## config.mk

```make
export PLATFORM = sky130hd
export DESIGN_NAME = msg_feeder_flat
export DESIGN_NICKNAME = d
export VERILOG_FILES = /design/src/rtl/feeder_pkg.sv /design/src/rtl/msg_feeder_if.sv /design/src/rtl/byte_fifo.sv /design/src/rtl/msg_feeder.sv /design/src/flat_wrapper.sv
export SDC_FILE = /design/constraint.sdc
export NUM_CORES = 1
export LEC_CHECK = 0
export ABC_AREA = 1
export ABC_CLOCK_PERIOD_IN_PS = 8950
export CAP_MARGIN = 20
export CORE_AREA = 2 2 130 132
export DETAILED_ROUTE_END_ITERATION = 12
export DIE_AREA = 0 0 132 134
export DONT_BUFFER_PORTS = 1
export GPL_TIMING_DRIVEN = 0
export SETUP_SLACK_MARGIN = 0.2
export SYNTH_ARGS = -nofsm -noshare
export SYNTH_HDL_FRONTEND = slang
export SYNTH_SLANG_ARGS = --single-unit
```

## constraint.sdc

```tcl
create_clock -name clk -period 8.95 [get_ports clk]
set_clock_uncertainty 0.15 [all_clocks]
set_input_delay 0.895 -clock clk [delete_from_list [all_inputs] [get_ports clk]]
set_output_delay 0.895 -clock clk [all_outputs]
set_load 0.01 [all_outputs]
```

## src/rtl/feeder_pkg.sv

```systemverilog
// feeder_pkg: shared state encoding and default sizing for the message feeder.
package feeder_pkg;
  localparam int DIGEST_W_DEF = 64;
  localparam int FIFO_DEPTH_DEF = 8;
  typedef enum logic [2:0] {IDLE, START, SEND, EOF, WAIT_H, DONE} state_t;
endpackage

```

## src/rtl/msg_feeder_if.sv

```systemverilog
// msg_feeder_if: host write port, hash-core stream port and digest return grouped as one bundle.
interface msg_feeder_if import feeder_pkg::*; #(parameter int DIGEST_W = DIGEST_W_DEF);
  logic wr_en, wr_last, fifo_full, start, case_rc0, F_dr, F_rtr, End_of_File;
  logic H_ready, digest_valid, digest_ack;
  logic [7:0] wr_data, M_data;
  logic [DIGEST_W-1:0] H_in, digest;
  logic [15:0] msg_bytes;
  modport master(
    output wr_en, wr_data, wr_last, F_rtr, H_ready, H_in, digest_ack,
    input fifo_full, start, case_rc0, F_dr, M_data, End_of_File, digest, digest_valid, msg_bytes
  );
  modport slave(
    input wr_en, wr_data, wr_last, F_rtr, H_ready, H_in, digest_ack,
    output fifo_full, start, case_rc0, F_dr, M_data, End_of_File, digest, digest_valid, msg_bytes
  );
endinterface

```

## src/rtl/byte_fifo.sv

```systemverilog
// byte_fifo: first-word-fall-through FIFO; the head entry is visible on rdata whenever not empty.
module byte_fifo #(
  parameter int DEPTH = 8,
  parameter int W = 9
) (
  input  logic         clk,
  input  logic         rst,
  input  logic         push,
  input  logic         pop,
  input  logic [W-1:0] wdata,
  output logic [W-1:0] rdata,
  output logic         full,
  output logic         empty
);
  localparam int AW = $clog2(DEPTH);
  logic [W-1:0] mem [DEPTH];
  logic [AW-1:0] wp, rp;
  logic [AW:0] cnt;
  assign full = cnt == (AW+1)'(DEPTH);
  assign empty = cnt == '0;
  assign rdata = mem[rp];
  always_ff @(posedge clk)
    if (push) mem[wp] <= wdata;
  // pointers wrap naturally because DEPTH is a power of two
  always_ff @(posedge clk or posedge rst)
    if (rst) begin
      wp <= '0;
      rp <= '0;
      cnt <= '0;
    end else begin
      wp <= push ? wp + 1'b1 : wp;
      rp <= pop ? rp + 1'b1 : rp;
      cnt <= cnt + (AW+1)'(push) - (AW+1)'(pop);
    end
endmodule

```

## src/rtl/msg_feeder.sv

```systemverilog
// msg_feeder: buffers host message bytes and streams them to a hash core, then captures its digest.
module msg_feeder import feeder_pkg::*; #(
  parameter int DIGEST_W = DIGEST_W_DEF,
  parameter int FIFO_DEPTH = FIFO_DEPTH_DEF
) (
  input logic clk,
  input logic rst,
  msg_feeder_if.slave bus
);
  state_t state;
  logic push, pop, full, empty, f_dr, dv;
  logic [8:0] head;
  logic [15:0] cnt;
  logic [DIGEST_W-1:0] dig;
  byte_fifo #(.DEPTH(FIFO_DEPTH), .W(9)) u_fifo (
    .clk(clk), .rst(rst), .push(push), .pop(pop),
    .wdata({bus.wr_last, bus.wr_data}), .rdata(head), .full(full), .empty(empty)
  );
  assign f_dr = state == SEND && !empty;
  assign pop = f_dr && bus.F_rtr;
  // a full FIFO still takes a byte when the head leaves on the same edge
  assign push = bus.wr_en && (!full || pop);
  assign bus.F_dr = f_dr;
  assign bus.M_data = f_dr ? head[7:0] : '0;
  assign bus.start = state == START;
  assign bus.case_rc0 = state == START;
  assign bus.End_of_File = state == EOF;
  assign bus.fifo_full = full;
  assign bus.digest = dig;
  assign bus.digest_valid = dv;
  assign bus.msg_bytes = cnt;
  always_ff @(posedge clk or posedge rst)
    if (rst) begin
      state <= IDLE;
      cnt <= '0;
      dig <= '0;
      dv <= 1'b0;
    end else begin
      case (state)
        IDLE: state <= empty ? IDLE : START;
        START: begin
          cnt <= '0;
          state <= SEND;
        end
        SEND: if (pop) begin
          cnt <= cnt == 16'hFFFF ? cnt : cnt + 16'd1;
          state <= head[8] ? EOF : SEND;
        end
        EOF: state <= bus.F_rtr ? WAIT_H : EOF;
        WAIT_H: if (bus.H_ready) begin
          dig <= bus.H_in;
          dv <= 1'b1;
          state <= DONE;
        end
        DONE: if (bus.digest_ack) begin
          dv <= 1'b0;
          state <= IDLE;
        end
        default: state <= IDLE;
      endcase
    end
endmodule

```

## src/flat_wrapper.sv

```systemverilog
// flat-port wrapper written by rule: the top's interface ports become plain ports
module msg_feeder_flat import feeder_pkg::*;
#(
  parameter int DIGEST_W = DIGEST_W_DEF,
  parameter int FIFO_DEPTH = FIFO_DEPTH_DEF
)
  (clk, rst, bus_wr_en, bus_wr_data, bus_wr_last, bus_F_rtr, bus_H_ready, bus_H_in, bus_digest_ack, bus_fifo_full, bus_start, bus_case_rc0, bus_F_dr, bus_M_data, bus_End_of_File, bus_digest, bus_digest_valid, bus_msg_bytes);
  msg_feeder_if #(.DIGEST_W(DIGEST_W)) bus_i ();
  input logic clk;
  input logic rst;
  input wire logic [$bits(bus_i.wr_en)-1:0] bus_wr_en;
  input wire logic [$bits(bus_i.wr_data)-1:0] bus_wr_data;
  input wire logic [$bits(bus_i.wr_last)-1:0] bus_wr_last;
  input wire logic [$bits(bus_i.F_rtr)-1:0] bus_F_rtr;
  input wire logic [$bits(bus_i.H_ready)-1:0] bus_H_ready;
  input wire logic [$bits(bus_i.H_in)-1:0] bus_H_in;
  input wire logic [$bits(bus_i.digest_ack)-1:0] bus_digest_ack;
  output wire logic [$bits(bus_i.fifo_full)-1:0] bus_fifo_full;
  output wire logic [$bits(bus_i.start)-1:0] bus_start;
  output wire logic [$bits(bus_i.case_rc0)-1:0] bus_case_rc0;
  output wire logic [$bits(bus_i.F_dr)-1:0] bus_F_dr;
  output wire logic [$bits(bus_i.M_data)-1:0] bus_M_data;
  output wire logic [$bits(bus_i.End_of_File)-1:0] bus_End_of_File;
  output wire logic [$bits(bus_i.digest)-1:0] bus_digest;
  output wire logic [$bits(bus_i.digest_valid)-1:0] bus_digest_valid;
  output wire logic [$bits(bus_i.msg_bytes)-1:0] bus_msg_bytes;
  assign bus_i.wr_en = bus_wr_en;
  assign bus_i.wr_data = bus_wr_data;
  assign bus_i.wr_last = bus_wr_last;
  assign bus_i.F_rtr = bus_F_rtr;
  assign bus_i.H_ready = bus_H_ready;
  assign bus_i.H_in = bus_H_in;
  assign bus_i.digest_ack = bus_digest_ack;
  assign bus_fifo_full = bus_i.fifo_full;
  assign bus_start = bus_i.start;
  assign bus_case_rc0 = bus_i.case_rc0;
  assign bus_F_dr = bus_i.F_dr;
  assign bus_M_data = bus_i.M_data;
  assign bus_End_of_File = bus_i.End_of_File;
  assign bus_digest = bus_i.digest;
  assign bus_digest_valid = bus_i.digest_valid;
  assign bus_msg_bytes = bus_i.msg_bytes;
  msg_feeder #(.DIGEST_W(DIGEST_W), .FIFO_DEPTH(FIFO_DEPTH)) u_core (.clk(clk), .rst(rst), .bus(bus_i));
endmodule
```

==> run_results.csv <==
group,metric,value,unit
synth,synth.largest_area_cell,"dfrtp_1",
global_route,antenna_found_initial,0,
clock_tree,cts_inserted_buffers,17,
timing,worst_pin_slew,0.9307,ns
global_route,grt_pass1_wl,26700,um
critical_path,critPathBufInv,3,
synth,syn_inst,754,
clock_tree,hold_buffers,0,
drt,vias,5118,
synth,synth-seq-area-share,0.6291,
global_route,grt_max_degree,72,
synth,synth_area,0.007176,mm2
layout,stdcell_area,0.008119,mm2
drt,vias_per_cell,5.057,
synth,ys_ff_latch,166,
power_and_ir_drop,p_comb_frac,0.282,
power_and_ir_drop,pwr-share-clk,0.262,
critical_path,endpoint_kind,"primary output",
critical_path,startpoint_type,"register",
power_and_ir_drop,leakagePower,3.580,nW
critical_path,path_delay_family,"buffers and inverters",
clock_tree,cts.sinks,166,
die,die_h,134,um
layout,diodes,0,
power_and_ir_drop,swShare,0.3806,
clock_tree,cts_setup_buffers,0,
timing,report.final.slew_viol_count,0,
power_and_ir_drop,peakVddDrop,0.1972,mV
die,rows,47,
timing,rsz0062_at_grt,"no",
power_and_ir_drop,switching_power,1.044,mW
synth,avgSynthCellArea,9.517,um2
place,portBuffers,0,
drt,wl_per_cell,16.74,um
synth,mappedNetlistNets,842,
layout,finalNetCount,867,
clock_tree,ctsResizeCount,0,
layout,layout_common_cells,"289 x nand2_1, 94 x dfrtp_1, 81 x nor2_1",
clock_tree,cts_tree,"built",
timing,setup_violations,0,
status,status,"complete, no violations",
power_and_ir_drop,power_frac_seq,0.456,
synth,yosysUniqueCellTypes,32,
timing,fmax,303.2,MHz
layout,synthToLayoutAreaGrowth,13.15,%
critical_path,required,7.91,ns
synth,yosys-top-cells-area,"dfrtp_1 33%, edfxtp_1 30%, nand2_1 15%",
clock_tree,clock_path_buffers,2,
global_route,grt_pass1_vias,5173,
critical_path,cp_cell_sequence,"buf_2 -> clkinv_1 -> clkbuf_1 -> o21ai_0 -> o22ai_1 -> nor2_1 -> nor2_1",
timing,fin_crit_sh,0.3685,
critical_path,cp.arrival,2.25,ns
flow_run,cap_violations,0,
critical_path,slowest_stage,"clkbuf_1",
place,post-dp-hpwl,11850,um
layout,drive_above_1_share,0.09596,
timing,setup_tns,0,ns
drt,first_iter_violations,302,
power_and_ir_drop,powerDensity,337.8,mW/mm2
timing,finalHoldViolCount,0,
critical_path,slowest_delay,0.44,ns
clock_tree,worstSkewPairLatency,0.42,ns
layout,layout_commonest_cell,"nand2_1",
die,io-pin-count,173,
place,dpl-instance-area,0.007523,mm2
power_and_ir_drop,internal_power,1.699,mW
synth,synth_top_area_share,0.3278,
critical_path,crit_top_cell,"nor2_1",
timing,min_period,3.298,ns
drt,totalWireLength,16940,um
drt,first_pass_iters,4,
drt,ant_nets,0,
clock_tree,cts-root-buf,"clkbuf_16",
synth,ys_warn_count,0,
drt,drc,0,
global_route,globalRoute.totalOverflow,0,
timing,slew_headroom,0.3772,
clock_tree,htree_levels,4,
die,core-area,0.01629,mm2
die,die_area,0.01769,mm2
place,globalplace.congestion,0.8332,
min_path,hold_class,"in2async",
layout,nFillCells,1509,
global_route,track_usage,0.1964,
clock_tree,path_clk_slew,0.07,ns
die,start_util,0.4405,
critical_path,worst-setup-path-type,"reg2out",
die,die_w,132,um
critical_path,cp_max_fo,10,
-- kinds of logic (layout without fill, tap and decap cells) --
family | after synthesis | count (layout) | share of synthesized area
AND/OR/NAND/NOR | 425 | 425 | 0.2389
buffers and inverters | 75 | 113 | 0.04429
adder cells (fa/ha/maj) | 9 | 9 | 0.01674
XOR/XNOR | 8 | 8 | 0.009765
AO/OA/AOI/OAI | 71 | 71 | 0.06120
flip-flops | 166 | 166 | 0.6291
-- layout make-up --
cell class                      count  area, um2  area share
Clock buffer                       19      432.9     0.05332
Tap cell                          220      275.3     0.03390
Sequential cell                   166       4514      0.5560
Clock inverter                     13      143.9     0.01772
Multi-Input combinational cell    513       2359      0.2905
Buffer                             31      152.6     0.01880
Inverter                           44      167.7     0.02065
Timing Repair Buffer                6      73.82    0.009092
-- metal layers --
metal / part of all wire / GRT usage
met5: 0 / 0
met3: 0.084 / 0.07785
met4: 0.012 / 0.06582
met1: 0.41 / 0.2324
met2: 0.49 / 0.3287
-- cells in the mapped netlist (all sizes together) --
library cell and count:
or2 3, nand4 4, xnor2 3, nor3 9
dfrtp 94, a31oi 1, inv 42, clkinv 2
ha 8, fa 1, xor2 5, clkbuf 17
o22ai 8, o21ai 51, nand3 34, edfxtp 72
a21oi 3, nor2 83, nor3b 1, o211ai 8
buf 14, nand2 291
-- flip-flops by register name, summed over array words and instances, names as in the netlist --
register / count
u_core.state: 3
u_core.bus.digest: 64
u_core.u_fifo.wp: 3
u_core.bus.digest_valid: 1
u_core.bus.msg_bytes: 16
u_core.u_fifo.mem: 72
u_core.u_fifo.cnt: 4
u_core.u_fifo.rp: 3
-- metrics by stage --
step	std cells	utilization	hold slack, ns	setup slack (ns)	total power [mW]
after floorplan	754	-	0.3199	5.456	1.794
after global placement	974	0.4574	0.3397	4.495	2.003
after detailed placement	978	0.4619	0.3551	6.026	2.044
after CTS	1010	0.4973	0.1628	5.640	2.764
after global routing	1012	0.4984	0.1697	5.403	2.927
final	1012	0.4984	0.1697	5.652	2.743
-- power groups by stage --
stage / clock (mW) / sequential (mW) / combinational [mW]
after global placement: 0 / 1.26 / 0.743
after floorplan: 0 / 1.21 / 0.583
final: 0.719 / 1.25 / 0.774
after global routing: 0.768 / 1.28 / 0.882
after detailed placement: 0 / 1.26 / 0.786
after CTS: 0.730 / 1.25 / 0.782
-- final timing paths --
kind | from | to | slack (ns) | cells after the start
max | u_core.u_fifo.rp[0] | bus_M_data[2] | 5.65 | 7
min | rst | u_core.bus.msg_bytes[0] | 0.17 | 1
max reg2reg | u_core.state[2] | u_core.u_fifo.mem[4][6] | 6.25 | 5
min reg2reg | u_core.u_fifo.wp[0] | u_core.u_fifo.wp[0] | 0.36 | 2
max in group asynchronous | rst | u_core.bus.digest[22] | 7.83 | 2
min in group clk | u_core.u_fifo.wp[0] | u_core.u_fifo.wp[0] | 0.36 | 2
Power figures use the tool's default switching activity.
